$ cat config.mk
export PLATFORM = sky130hd
export DESIGN_NAME = lcd_capture
export DESIGN_NICKNAME = d
export VERILOG_FILES = /design/src/rtl/lcd_capture_pkg.sv /design/src/rtl/lcd_sync.sv /design/src/rtl/lcd_capture.sv
export SDC_FILE = /design/constraint.sdc
export NUM_CORES = 1
export LEC_CHECK = 0
export BUFFER_PORTS_ARGS = -buffer_cell sky130_fd_sc_hd__buf_4
export CELL_PAD_IN_SITES_DETAIL_PLACEMENT = 0
export CELL_PAD_IN_SITES_GLOBAL_PLACEMENT = 2
export CORE_ASPECT_RATIO = 0.9
export CORE_MARGIN = 2
export CORE_UTILIZATION = 35
export CTS_CLUSTER_SIZE = 28
export DETAILED_ROUTE_END_ITERATION = 6
export PLACE_DENSITY_LB_ADDON = 0.1
export SLEW_MARGIN = 5
export SYNTH_ARGS = -nofsm -noshare
export SYNTH_HDL_FRONTEND = slang
export SYNTH_HIERARCHICAL = 1
export SYNTH_SLANG_ARGS = --single-unit
$ cat constraint.sdc
create_clock -name pxlClk -period 3.3 [get_ports pxlClk]
set_input_delay 0.66 -clock pxlClk [delete_from_list [all_inputs] [get_ports pxlClk]]
set_output_delay 0.66 -clock pxlClk [all_outputs]
set_load 0.01 [all_outputs]
$ cat src/rtl/lcd_capture_pkg.sv
// Shared configuration for the LCD capture front end: framebuffer geometry,
// FSM state encoding and counter widths.
package lcd_capture_pkg;

   localparam int COLLEN   = 75;
   localparam int ACTIVE_X = 224;
   localparam int ACTIVE_Y = 144;
   localparam int ADDR_W   = 14;
   localparam int PIX_W    = 12;

   // x is one bit wider than needed so overlong lines stay distinguishable
   // from exactly ACTIVE_X.
   localparam int X_W   = $clog2(ACTIVE_X + 1) + 1;
   localparam int Y_W   = $clog2(ACTIVE_Y + 1);
   localparam int COL_W = $clog2(COLLEN);

   typedef enum logic [1:0] {
      WAIT_VSYNC = 2'd0,
      WAIT_LINE  = 2'd1,
      ACTIVE     = 2'd2,
      FRAME_DONE = 2'd3
   } state_t;

   typedef logic [1:0] slice_t;

endpackage

$ cat src/rtl/lcd_sync.sv
// Brings the asynchronous LCD bus into the pixel clock domain. Each control
// line gets a 2-flop synchronizer plus a third flop for edge detection; the
// detected events and the pixel word are registered once more so that they
// line up with each other.
module lcd_sync
   import lcd_capture_pkg::*;
#(
   parameter bit HSYNC_POL = 1'b1,
   parameter bit VSYNC_POL = 1'b1
)
(
   input  logic             clk,
   input  logic             rst,
   input  logic             lcd_clk,
   input  logic             lcd_hsync,
   input  logic             lcd_vsync,
   input  logic [PIX_W-1:0] lcd_data,
   output logic             strobe,
   output logic             hsync_edge,
   output logic             vsync_edge,
   output logic [PIX_W-1:0] data
);

   // [0] first sync flop, [1] second sync flop, [2] edge-detect history
   logic [2:0]       clk_sr;
   logic [2:0]       hs_sr;
   logic [2:0]       vs_sr;
   logic [PIX_W-1:0] data_s1;
   logic [PIX_W-1:0] data_s2;

   // synchronizer chains and registered edge events
   always_ff @(posedge clk) begin
      if (rst) begin
         clk_sr     <= '0;
         hs_sr      <= {3{~HSYNC_POL}};
         vs_sr      <= {3{~VSYNC_POL}};
         data_s1    <= '0;
         data_s2    <= '0;
         strobe     <= 1'b0;
         hsync_edge <= 1'b0;
         vsync_edge <= 1'b0;
         data       <= '0;
      end else begin
         clk_sr     <= {clk_sr[1:0], lcd_clk};
         hs_sr      <= {hs_sr[1:0], lcd_hsync};
         vs_sr      <= {vs_sr[1:0], lcd_vsync};
         data_s1    <= lcd_data;
         data_s2    <= data_s1;
         strobe     <= clk_sr[1] & ~clk_sr[2];
         hsync_edge <= (hs_sr[1] == HSYNC_POL) && (hs_sr[2] != HSYNC_POL);
         vsync_edge <= (vs_sr[1] == VSYNC_POL) && (vs_sr[2] != VSYNC_POL);
         data       <= data_s2;
      end
   end

endmodule

$ cat src/rtl/lcd_capture.sv
// LCD capture: packs the synchronized pixel stream into the 36-bit
// framebuffer (3 pixel slices per word, COLLEN words per line).
// Optional build macro LCD_CAPTURE_STATS_EN adds frameCnt and lineErr.
//
// state      | meaning
// WAIT_VSYNC | idle after reset, waiting for the first frame sync
// WAIT_LINE  | frame started, waiting for the first line sync
// ACTIVE     | capturing pixels of the current line
// FRAME_DONE | ACTIVE_Y lines captured, ignoring pixels until next vsync
module lcd_capture
   import lcd_capture_pkg::*;
#(
   parameter bit HSYNC_POL = 1'b1,
   parameter bit VSYNC_POL = 1'b1
)
(
   input  logic              pxlClk,
   input  logic              rst,
   input  logic              lcdClk,
   input  logic              lcdHsync,
   input  logic              lcdVsync,
   input  logic [PIX_W-1:0]  lcdData,
   output logic [ADDR_W-1:0] wrAddr,
   output logic [35:0]       wrData,
   output logic [2:0]        wrEn,
   output logic              frameStart
`ifdef LCD_CAPTURE_STATS_EN
   ,
   output logic [7:0]        frameCnt,
   output logic              lineErr
`endif
);

   logic             strobe;
   logic             hsync_edge;
   logic             vsync_edge;
   logic [PIX_W-1:0] pix;

   lcd_sync #(
      .HSYNC_POL (HSYNC_POL),
      .VSYNC_POL (VSYNC_POL)
   ) u_sync (
      .clk        (pxlClk),
      .rst        (rst),
      .lcd_clk    (lcdClk),
      .lcd_hsync  (lcdHsync),
      .lcd_vsync  (lcdVsync),
      .lcd_data   (lcdData),
      .strobe     (strobe),
      .hsync_edge (hsync_edge),
      .vsync_edge (vsync_edge),
      .data       (pix)
   );

   state_t            state, state_n;
   logic [X_W-1:0]    x, x_n;
   logic [COL_W-1:0]  col_idx, col_n;
   slice_t            slice, slice_n;
   logic [Y_W-1:0]    y, y_n;
   logic [ADDR_W-1:0] line_base, base_n;
   logic [ADDR_W-1:0] addr_n;
   logic [35:0]       data_n;
   logic [2:0]        en_n;
   logic              fs_n;
`ifdef LCD_CAPTURE_STATS_EN
   logic [7:0]        fcnt_n;
   logic              err_n;
`endif

   // next-state and write generation; line-end handling precedes the pixel
   // of the same cycle so that pixel lands at x=0 of the new line
   always_comb begin
      state_n = state;
      x_n     = x;
      col_n   = col_idx;
      slice_n = slice;
      y_n     = y;
      base_n  = line_base;
      addr_n  = wrAddr;
      data_n  = wrData;
      en_n    = 3'b000;
      fs_n    = 1'b0;
`ifdef LCD_CAPTURE_STATS_EN
      fcnt_n  = frameCnt;
      err_n   = lineErr;
`endif
      if (vsync_edge) begin
         state_n = WAIT_LINE;
         y_n     = '0;
         base_n  = '0;
         fs_n    = 1'b1;
`ifdef LCD_CAPTURE_STATS_EN
         fcnt_n  = frameCnt + 8'd1;
         if (state == ACTIVE && x != '0) err_n = 1'b1;
`endif
      end else begin
         if (hsync_edge) begin
            case (state)
               WAIT_LINE: begin
                  state_n = ACTIVE;
                  x_n     = '0;
                  col_n   = '0;
                  slice_n = '0;
               end
               ACTIVE: begin
                  x_n     = '0;
                  col_n   = '0;
                  slice_n = '0;
                  if (x != '0) begin
                     y_n    = y + Y_W'(1);
                     base_n = line_base + ADDR_W'(COLLEN);
                     if (y_n >= Y_W'(ACTIVE_Y)) state_n = FRAME_DONE;
`ifdef LCD_CAPTURE_STATS_EN
                     if (x != X_W'(ACTIVE_X)) err_n = 1'b1;
`endif
                  end
               end
               default: ;
            endcase
         end
         // x counts every strobe (saturating) so overlong lines are visible;
         // only the first ACTIVE_X produce writes
         if (strobe && state_n == ACTIVE) begin
            if (x_n < X_W'(ACTIVE_X)) begin
               addr_n = base_n + ADDR_W'(col_n);
               data_n = {3{pix}};
               en_n   = 3'b100 >> slice_n;
               if (col_n == COL_W'(COLLEN - 1)) begin
                  col_n   = '0;
                  slice_n = slice_n + 2'd1;
               end else begin
                  col_n = col_n + COL_W'(1);
               end
            end
            if (x_n != '1) x_n = x_n + X_W'(1);
         end
      end
   end

   // state, counters and registered write port
   always_ff @(posedge pxlClk) begin
      if (rst) begin
         state      <= WAIT_VSYNC;
         x          <= '0;
         col_idx    <= '0;
         slice      <= '0;
         y          <= '0;
         line_base  <= '0;
         wrAddr     <= '0;
         wrData     <= '0;
         wrEn       <= 3'b000;
         frameStart <= 1'b0;
`ifdef LCD_CAPTURE_STATS_EN
         frameCnt   <= 8'd0;
         lineErr    <= 1'b0;
`endif
      end else begin
         state      <= state_n;
         x          <= x_n;
         col_idx    <= col_n;
         slice      <= slice_n;
         y          <= y_n;
         line_base  <= base_n;
         wrAddr     <= addr_n;
         wrData     <= data_n;
         wrEn       <= en_n;
         frameStart <= fs_n;
`ifdef LCD_CAPTURE_STATS_EN
         frameCnt   <= fcnt_n;
         lineErr    <= err_n;
`endif
      end
   end

endmodule

==> Yosys cells after proc, flatten, opt, wreduce, memory -nomap -nowiden <==
Index checks and enable logic that the tools add are counted.
{ "totals": {"elab_cells": 78, "reg_bits": 144, "out_inout_bits": 54, "in_bits": 17} }
{ "op_classes": {"mux": 28, "eq_ne": 5, "n_reduce_logical": 9, "n_lt_le_gt_ge": 2, "n_shift": 1, "bitwise_logic": 7, "add_sub_neg": 6} }
{ "op_table": {"columns": ["operator", "n"], "rows": [
  ["14-bit 2-to-1 mux", 4],
  ["9-bit 2-to-1 mux", 5],
  ["7-bit 2-to-1 mux", 6],
  ["2-bit 2-to-1 mux", 10],
  ["14-bit by 7-bit adder with 14-bit output", 1],
  ["14-bit by 7-bit adder with 14-bit output (second input constant)", 1],
  ["9-bit by 1-bit adder with 9-bit output (second input constant)", 1],
  ["9-bit by 8-bit < comparator with 1-bit output (second input constant)", 1],
  ["9-bit inequality test (second input constant)", 1],
  ["9-bit nonzero test", 1],
  ["8-bit by 1-bit adder with 8-bit output (second input constant)", 1],
  ["8-bit >= comparator (second input constant)", 1],
  ["7-bit by 1-bit adder with 7-bit output (second input constant)", 1],
  ["7-bit == test (second input constant)", 1],
  ["1-bit NOT", 6],
  ["3-bit AND reduction", 2],
  ["2-bit == test (second input constant)", 2],
  ["2-bit case mux with 2 select lines", 1],
  ["2-bit OR reduction", 2],
  ["4-bit OR reduction", 1],
  ["1-bit logical AND", 3],
  ["3-bit by 2-bit right shift with 3-bit output (first input constant)", 1],
  ["2-bit by 1-bit adder with 2-bit output (second input constant)", 1],
  ["2-bit by 1-bit == test with 1-bit output (second input constant)", 1],
  ["2 further kinds", 3]
]} }

==> Logic depth before layout (Yosys ltp) <==
Gate-level depths: netlist (run 1).
{ "logic_depth": {"ltp_word": 11, "mapped_depth": 15, "depth_no_buf": 14} }

==> Modules after synthesis <==
Netlist (run 1), hierarchy kept.
{ "modules_own_cells": {"columns": ["module", "area_per_inst_um2", "instances", "seq_area_each_um2", "cells_each"], "rows": [
  ["lcd_capture", 4040.1, 1, 1441.4, 508],
  ["lcd_sync", 1305.0, 1, 960.9, 101]
]} }

==> Least setup slack after synthesis (run 1) <==
No wires, ideal clock.
{ "synth_timing": {"kind": "register to register", "from": "register state[0]", "to": "register wrAddr[12]", "period_less_slack_ns": 2.999, "path_stages_with_launch": 16, "setup_slack_ns": 0.301, "n_path_buf": 1, "required_ns": 3.230, "arrival_ns": 2.928, "setup_ns": 0.070, "cell_sequence": "dfxtp_1 -> inv_1 -> ha_1 -> nand2_1 -> a41oi_1 -> clkbuf_1 -> xnor2_1 -> ha_1 -> fa_1 -> a21o_1 -> a21oi_1 -> o21bai_1 -> a31oi_1 -> or4_1 -> nand3_1 -> a21oi_1"} }
{ "synth_via": {"elab_chain_len": 8, "elab_cells_between_ends": 22, "cone_classes": "1 x add/sub; 1 x order compare; 3 x eq/ne; 14 x mux; 3 x reduce/logical"} }
{ "synth_lines": {"columns": ["element", "line_no", "text"], "rows": [
  ["from (decl)", "lcd_capture.sv:55", "state_t state, state_n;"],
  ["from (signal assigned)", "lcd_capture.sv:158", "state <= state_n;"],
  ["parallel branches: the longest is 8 deep, another holds 14-bit by 7-bit adder with 14-bit output", null, null],
  ["to (signal assigned)", "lcd_capture.sv:164", "wrAddr <= addr_n;"],
  ["to (decl)", "lcd_capture.sv:23", "output logic [ADDR_W-1:0] wrAddr,"]
]} }
Parallel ways; which one is timed is not known. The select of a mux whose other input is x is not followed.
A chain may end at the register's enable or synchronous reset.

==> Worst setup path after layout (run 1) <==
Ends and elaborated chain as after synthesis.

==> results of run 1 <==
## worst max-delay path: stages, from the launching register on
cell      delay [ns]
dfxtp_1         0.38
inv_1           0.08
ha_1            0.29
nand2_1         0.15
buf_4           0.20
nand2_1         0.10
inv_1           0.08
ha_1            0.36
a21o_1          0.14
a21oi_1         0.08
o21bai_1        0.20
a31oi_2         0.17
or4_1           0.49
nand3_1         0.09
a21oi_1         0.06
## area by class of cell
class | instances | area (µm²) | share of cell area, %
Clock buffer | 17 | 425.4 | 6.450
Clock inverter | 15 | 215.2 | 3.263
Inverter | 16 | 60.06 | 0.9106
Multi-Input combinational cell | 423 | 2614 | 39.63
Sequential cell | 120 | 2402 | 36.43
Tap cell | 198 | 247.7 | 3.756
Timing Repair Buffer | 84 | 630.6 | 9.562
## path summary, 6_finish.rpt
check	slack, ns	cells past startpoint	startpoint	end
worst max-delay path	0.28	14	state[0]	wrAddr[12]
worst min-delay path	0.39	1	u_sync/clk_sr[2]	u_sync/strobe
worst max register to register	0.28	14	state[0]	wrAddr[12]
worst min register to register	0.39	1	u_sync/clk_sr[2]	u_sync/strobe
## state kept, by name, indices dropped and copies added (netlist names), 7 cells and up
name and count:
u_sync/data 12, y 8, col_idx 7, line_base 14, u_sync/data_s2 12, wrData 12, x 9, u_sync/data_s1 12
wrAddr 14
## cell usage in the layout, fill, tap and decap left out, types with 3 or more instances in the layout
master,count
dfxtp_1,120
buf_4,84
nand2_1,72
nor2b_1,53
nor2_1,44
a21oi_1,43
o21ai_0,18
nand3_1,18
xnor2_1,17
clkbuf_16,17
inv_1,15
ha_1,15
and2_1,11
or3_1,11
nand4_1,10
nor3_1,10
xor2_1,7
nand2b_1,6
a21o_1,6
nor4_1,6
o211ai_1,5
a31oi_1,5
a211oi_1,5
and3_1,4
a41oi_1,4
bufinv_16,4
inv_6,4
o31a_1,3
a2111oi_0,3
mux2i_1,3
clkinvlp_4,3
clkinv_4,3
nor3b_1,3
## where the power goes
group / internal (mW) / switching (mW) / leakage [nW]
Clock: 1.28 / 0.715 / 0.303
Sequential: 1.47 / 0.00654 / 0.974
Combinational: 0.0298 / 0.0382 / 1.22
Total: 2.78 / 0.760 / 2.50
## timing repair
item | CTS | global route
hold endpoints to repair | 0 | 0
endpoints found under the setup margin | 0 | 8
gates resized for setup | 0 | 7
hold buffers | 0 | 0
## metal layers
metal | routed length, µm | vias up | GRT usage (%)
met5 | 0 | - | 0
met4 | 164 | 0 | 5.724
met3 | 471 | 13 | 4.344
met2 | 5541 | 65 | 26.12
met1 | 6088 | 1970 | 20.84
li1 | - | 2202 | -
## cells by family (layout without fill, tap and decap cells)
group	count (synthesis)	after routing	synth area share [%]
AOI/OAI and AO/OA	118	118	14.82
xor gates and xnor gates	24	24	3.933
adders and majority gates	16	16	3.886
buffers and inverters	66	132	6.765
DFF	120	120	44.94
muxes	3	3	0.5618
and+or+nand+nor	262	262	25.09
==> impl_metrics.toml, run 1 <==
[die]
rows = 42
ios = 71
coreArea_um2 = 14820
dieArea_um2 = 16280
die_w_um = 134.3
start_util_pct = 36.07
die_h_um = 121.2

[sta]
finalSetupViolCount = 0
rsz0062_at_grt = "no"
timing.final.crit_period_ns = 3.020
worst_slew_pin_slew_ns = 0.8899
timing.final.crit_share_pct = 91.51
fin_tns_setup_ns = 0
setup_slack_ns = 0.2800
whs_ns = 0.3919
fmax_ghz = 0.3311
finalClockSkew_ns = 0.008772
drv_slew = 0
hold_viol = 0
slew_headroom_pct = 40.49

[job]
drv_cap = 0

[synth]
synth_edf_count = 0
synthArstFlopShare_pct = 0
ys.flop_type = "dfxtp_1"
syn_inst = 609
synth.distinct_cells = 59
ys_warn_count = 6
ys_top_cells_by_area = "dfxtp_1 45%, nor2b_1 6.2%, nand2_1 5.1%"
synthTopCellsByCount = "120 x dfxtp_1, 72 x nand2_1, 53 x nor2b_1"
synthDominantCellAreaShare_pct = 44.94
synth-seq-cells = 120
yosysTopAreaCell = "dfxtp_1"
syn-num-nets = 642
synth.cell_area_um2 = 5345
avgSynthCellArea_um2 = 8.777
ys_seq_area_share_pct = 44.94
synth_most_common_cell = "dfxtp_1"

[clocking]
root_buffer = "clkbuf_16"
clkSlewWorstSetupHoldPaths_ns = 0.06
cts-htree-levels = 4
cts_tree = "yes"
clock-sinks = 120
cts_setup_buffers = 0
clk_latency_ns = 0.42
cts-buffers-inserted = 17
max-clock-path-buffers = 2

[grt]
gr-usage-all-layers_pct = 16.17
grt_pass1_wl_um = 20690
antenna_found_initial = 0
grt_max_degree = 51
first_global_vias = 4141
grt.overflow.total = 0

[placement]
post-place-cells = 841
hpwl_um = 8518
gp_congestion = 0.7523
postPlaceCellArea_um2 = 5924
place.port_buffers = 70
pre_cts_ws_ns = 0.07396

[final_layout]
stdcell_count = 873
antennaDiodeCount = 0
nNetsFinal = 695
fillers = 1491
stdcell_area_um2 = 6595
drive_gt1_share_pct = 19.41
syn_to_final_growth_pct = 23.38
final_util_pct = 44.50

[worst_hold_path]
hp-class = "flip-flop to flip-flop"

[critical_path]
cp-end-kind = "flip-flop"
cp.arrival_ns = 3.30
cp-start-kind = "flip-flop"
worstSetupPathType = "flip-flop to flip-flop"
worstPathRequired_ns = 3.58
cp_max_fo = 7

[route]
wl_per_cell_um = 14.05
num_vias = 4250
viasPerCell = 4.868
firstDrtPassIters = 4
drt_iter0_markers = 196
postRouteAntennaNets = 0
wl_um = 12270
route.detailed.drc = 0

[power_and_ir_drop]
power_density_nw_per_um2 = 537.1
irDropWorstVdd_uv = 389.9
cellLeakagePower_nw = 2.497
p_total_mw = 3.542

[outcome]
status = "finished, final reports clean"
Power figures use the tool's default switching activity.
==> inputs of run 2 (changes only) <==
- PLACE_DENSITY: default -> 0.9
- PLACE_DENSITY_LB_ADDON: 0.1 -> default
==> impl_metrics.toml, run 2 (synthesis gave the netlist of run 1 again) <==
[outcome]
status = "finished, final reports clean"

[power_and_ir_drop]
cellLeakagePower_nw = 2.485
power_density_nw_per_um2 = 516.7
irDropWorstVdd_uv = 423.1

[sta]
finalClockSkew_ns = 0.007395
drv_slew = 0
setup_slack_ns = 0.2989
whs_ns = 0.3859
timing.final.crit_share_pct = 90.94
timing.final.crit_period_ns = 3.001
hold_viol = 0
rsz0062_at_grt = "yes"
slew_headroom_pct = 41.79
worst_slew_pin_slew_ns = 0.8705
finalSetupViolCount = 0
fmax_ghz = 0.3332
fin_tns_setup_ns = 0

[die]
ios = 71
coreArea_um2 = 14820
die_h_um = 121.2
die_w_um = 134.3
rows = 42
dieArea_um2 = 16280
start_util_pct = 36.07

[grt]
grt.overflow.total = 0
antenna_found_initial = 0
grt_max_degree = 69
gr-usage-all-layers_pct = 14.93
grt_pass1_wl_um = 19280
first_global_vias = 4076

[final_layout]
reg_top3 = "line_base: 14 flops, wrAddr: 14 flops"
antennaDiodeCount = 0
drive_gt1_share_pct = 18.96
layout_commonest_cell = "dfxtp_1"
syn_to_final_growth_pct = 22.78
layout_common_cells = "120 x dfxtp_1, 83 x buf_4, 72 x nand2_1"
nNetsFinal = 695

[clocking]
cts_setup_buffers = 0
cts-htree-levels = 4
root_buffer = "clkbuf_16"
cts-resized-gates = 0
clk_latency_ns = 0.41
clock-sinks = 120
cts-buffers-inserted = 17
cts_tree = "yes"
max-clock-path-buffers = 2
holdBufCountCts = 0
clkSlewWorstSetupHoldPaths_ns = 0.06

[route]
wl_met3_um = 486
num_vias = 4349
route.detailed.drc = 0
firstDrtPassIters = 4
detailroute.wirelength.met2_um = 5456
postRouteAntennaNets = 0
topRoutingLayerUsed = "met4"
drt_iter0_markers = 211
wl_met1_um = 5332
viasPerCell = 4.982
wl_per_cell_um = 13.16
wl_um = 11490

[critical_path]
rr_endpoint = "wrAddr[13]"
path_buf_inv = 3
cp_max_fo = 9
cp-end-kind = "flip-flop"
critPathMaxStageDelay_ns = 0.38
crit_family = "compound AO/OA/AOI/OAI gates"
r2r_start = "state[0]"
cp.arrival_ns = 3.33
ff2ff_path_depth = 13
worstPathRequired_ns = 3.62
worstSetupPathType = "flip-flop to flip-flop"
reg2reg_slack_ns = 0.30
cp-start-kind = "flip-flop"
slowest_stage = "dfxtp_1"
cp_cell_sequence = "inv_1 -> ha_1 -> nand2_1 -> buf_4 -> buf_4 -> and2_1 -> ha_1 -> nor2_1 -> nor2_1 -> o211ai_1 -> o41ai_2 -> xnor2_1 -> a211oi_1"

[worst_hold_path]
hp-start = "u_sync/clk_sr[2]"
hp-class = "flip-flop to flip-flop"
holdPathStages = 1
worstHoldEndpoint = "u_sync/strobe"

[placement]
hpwl_um = 7907
gp_congestion = 0.8182
pre_cts_ws_ns = 0.1833
place.port_buffers = 70

[job]
drv_cap = 0
## run 2: stage by stage
step	util, %	cells	power, mW	cell area (µm²)
2_1_floorplan	-	609	1.555	5345
3_3_place_gp	40.06	841	1.576	5937
3_5_place_dp	40.06	841	1.578	5937
4_1_cts	44.16	873	3.443	6544
5_1_grt	44.28	873	3.512	6563
6_report	44.28	873	3.391	6563
## run 2: worst max-delay path by stage
stage          cells past startpoint  slack (ns)         end      from
6_report                          13        0.30  wrAddr[13]  state[0]
3_3_place_gp                      13        0.30  wrAddr[13]  state[0]
2_1_floorplan                     15        0.30  wrAddr[12]  state[0]
4_1_cts                           13        0.15  wrAddr[13]  state[0]
3_5_place_dp                      13        0.18  wrAddr[13]  state[0]
5_1_grt                           14       -0.01  wrAddr[13]  state[0]
## run 2: layer usage
metal	GRT usage [%]	up-vias
met5	0	-
met1	18.68	2038
met4	6.842	0
li1	-	2202
met2	24.11	90
met3	3.926	19
## run 2: power by group
part	total, mW	switching [mW]	internal [mW]
Clock	1.85	0.668	1.18
Sequential	1.48	0.00625	1.47
Combinational	0.0658	0.0361	0.0298
## run 2: final cells by class
type	count	area, µm²
clock buffer	20	466.7
clock inverter	12	140.1
fill	1458	8257
inverter	16	60.06
multi-input combinational	423	2603
sequential	120	2402
tap	198	247.7
timing repair buffer	84	643.1
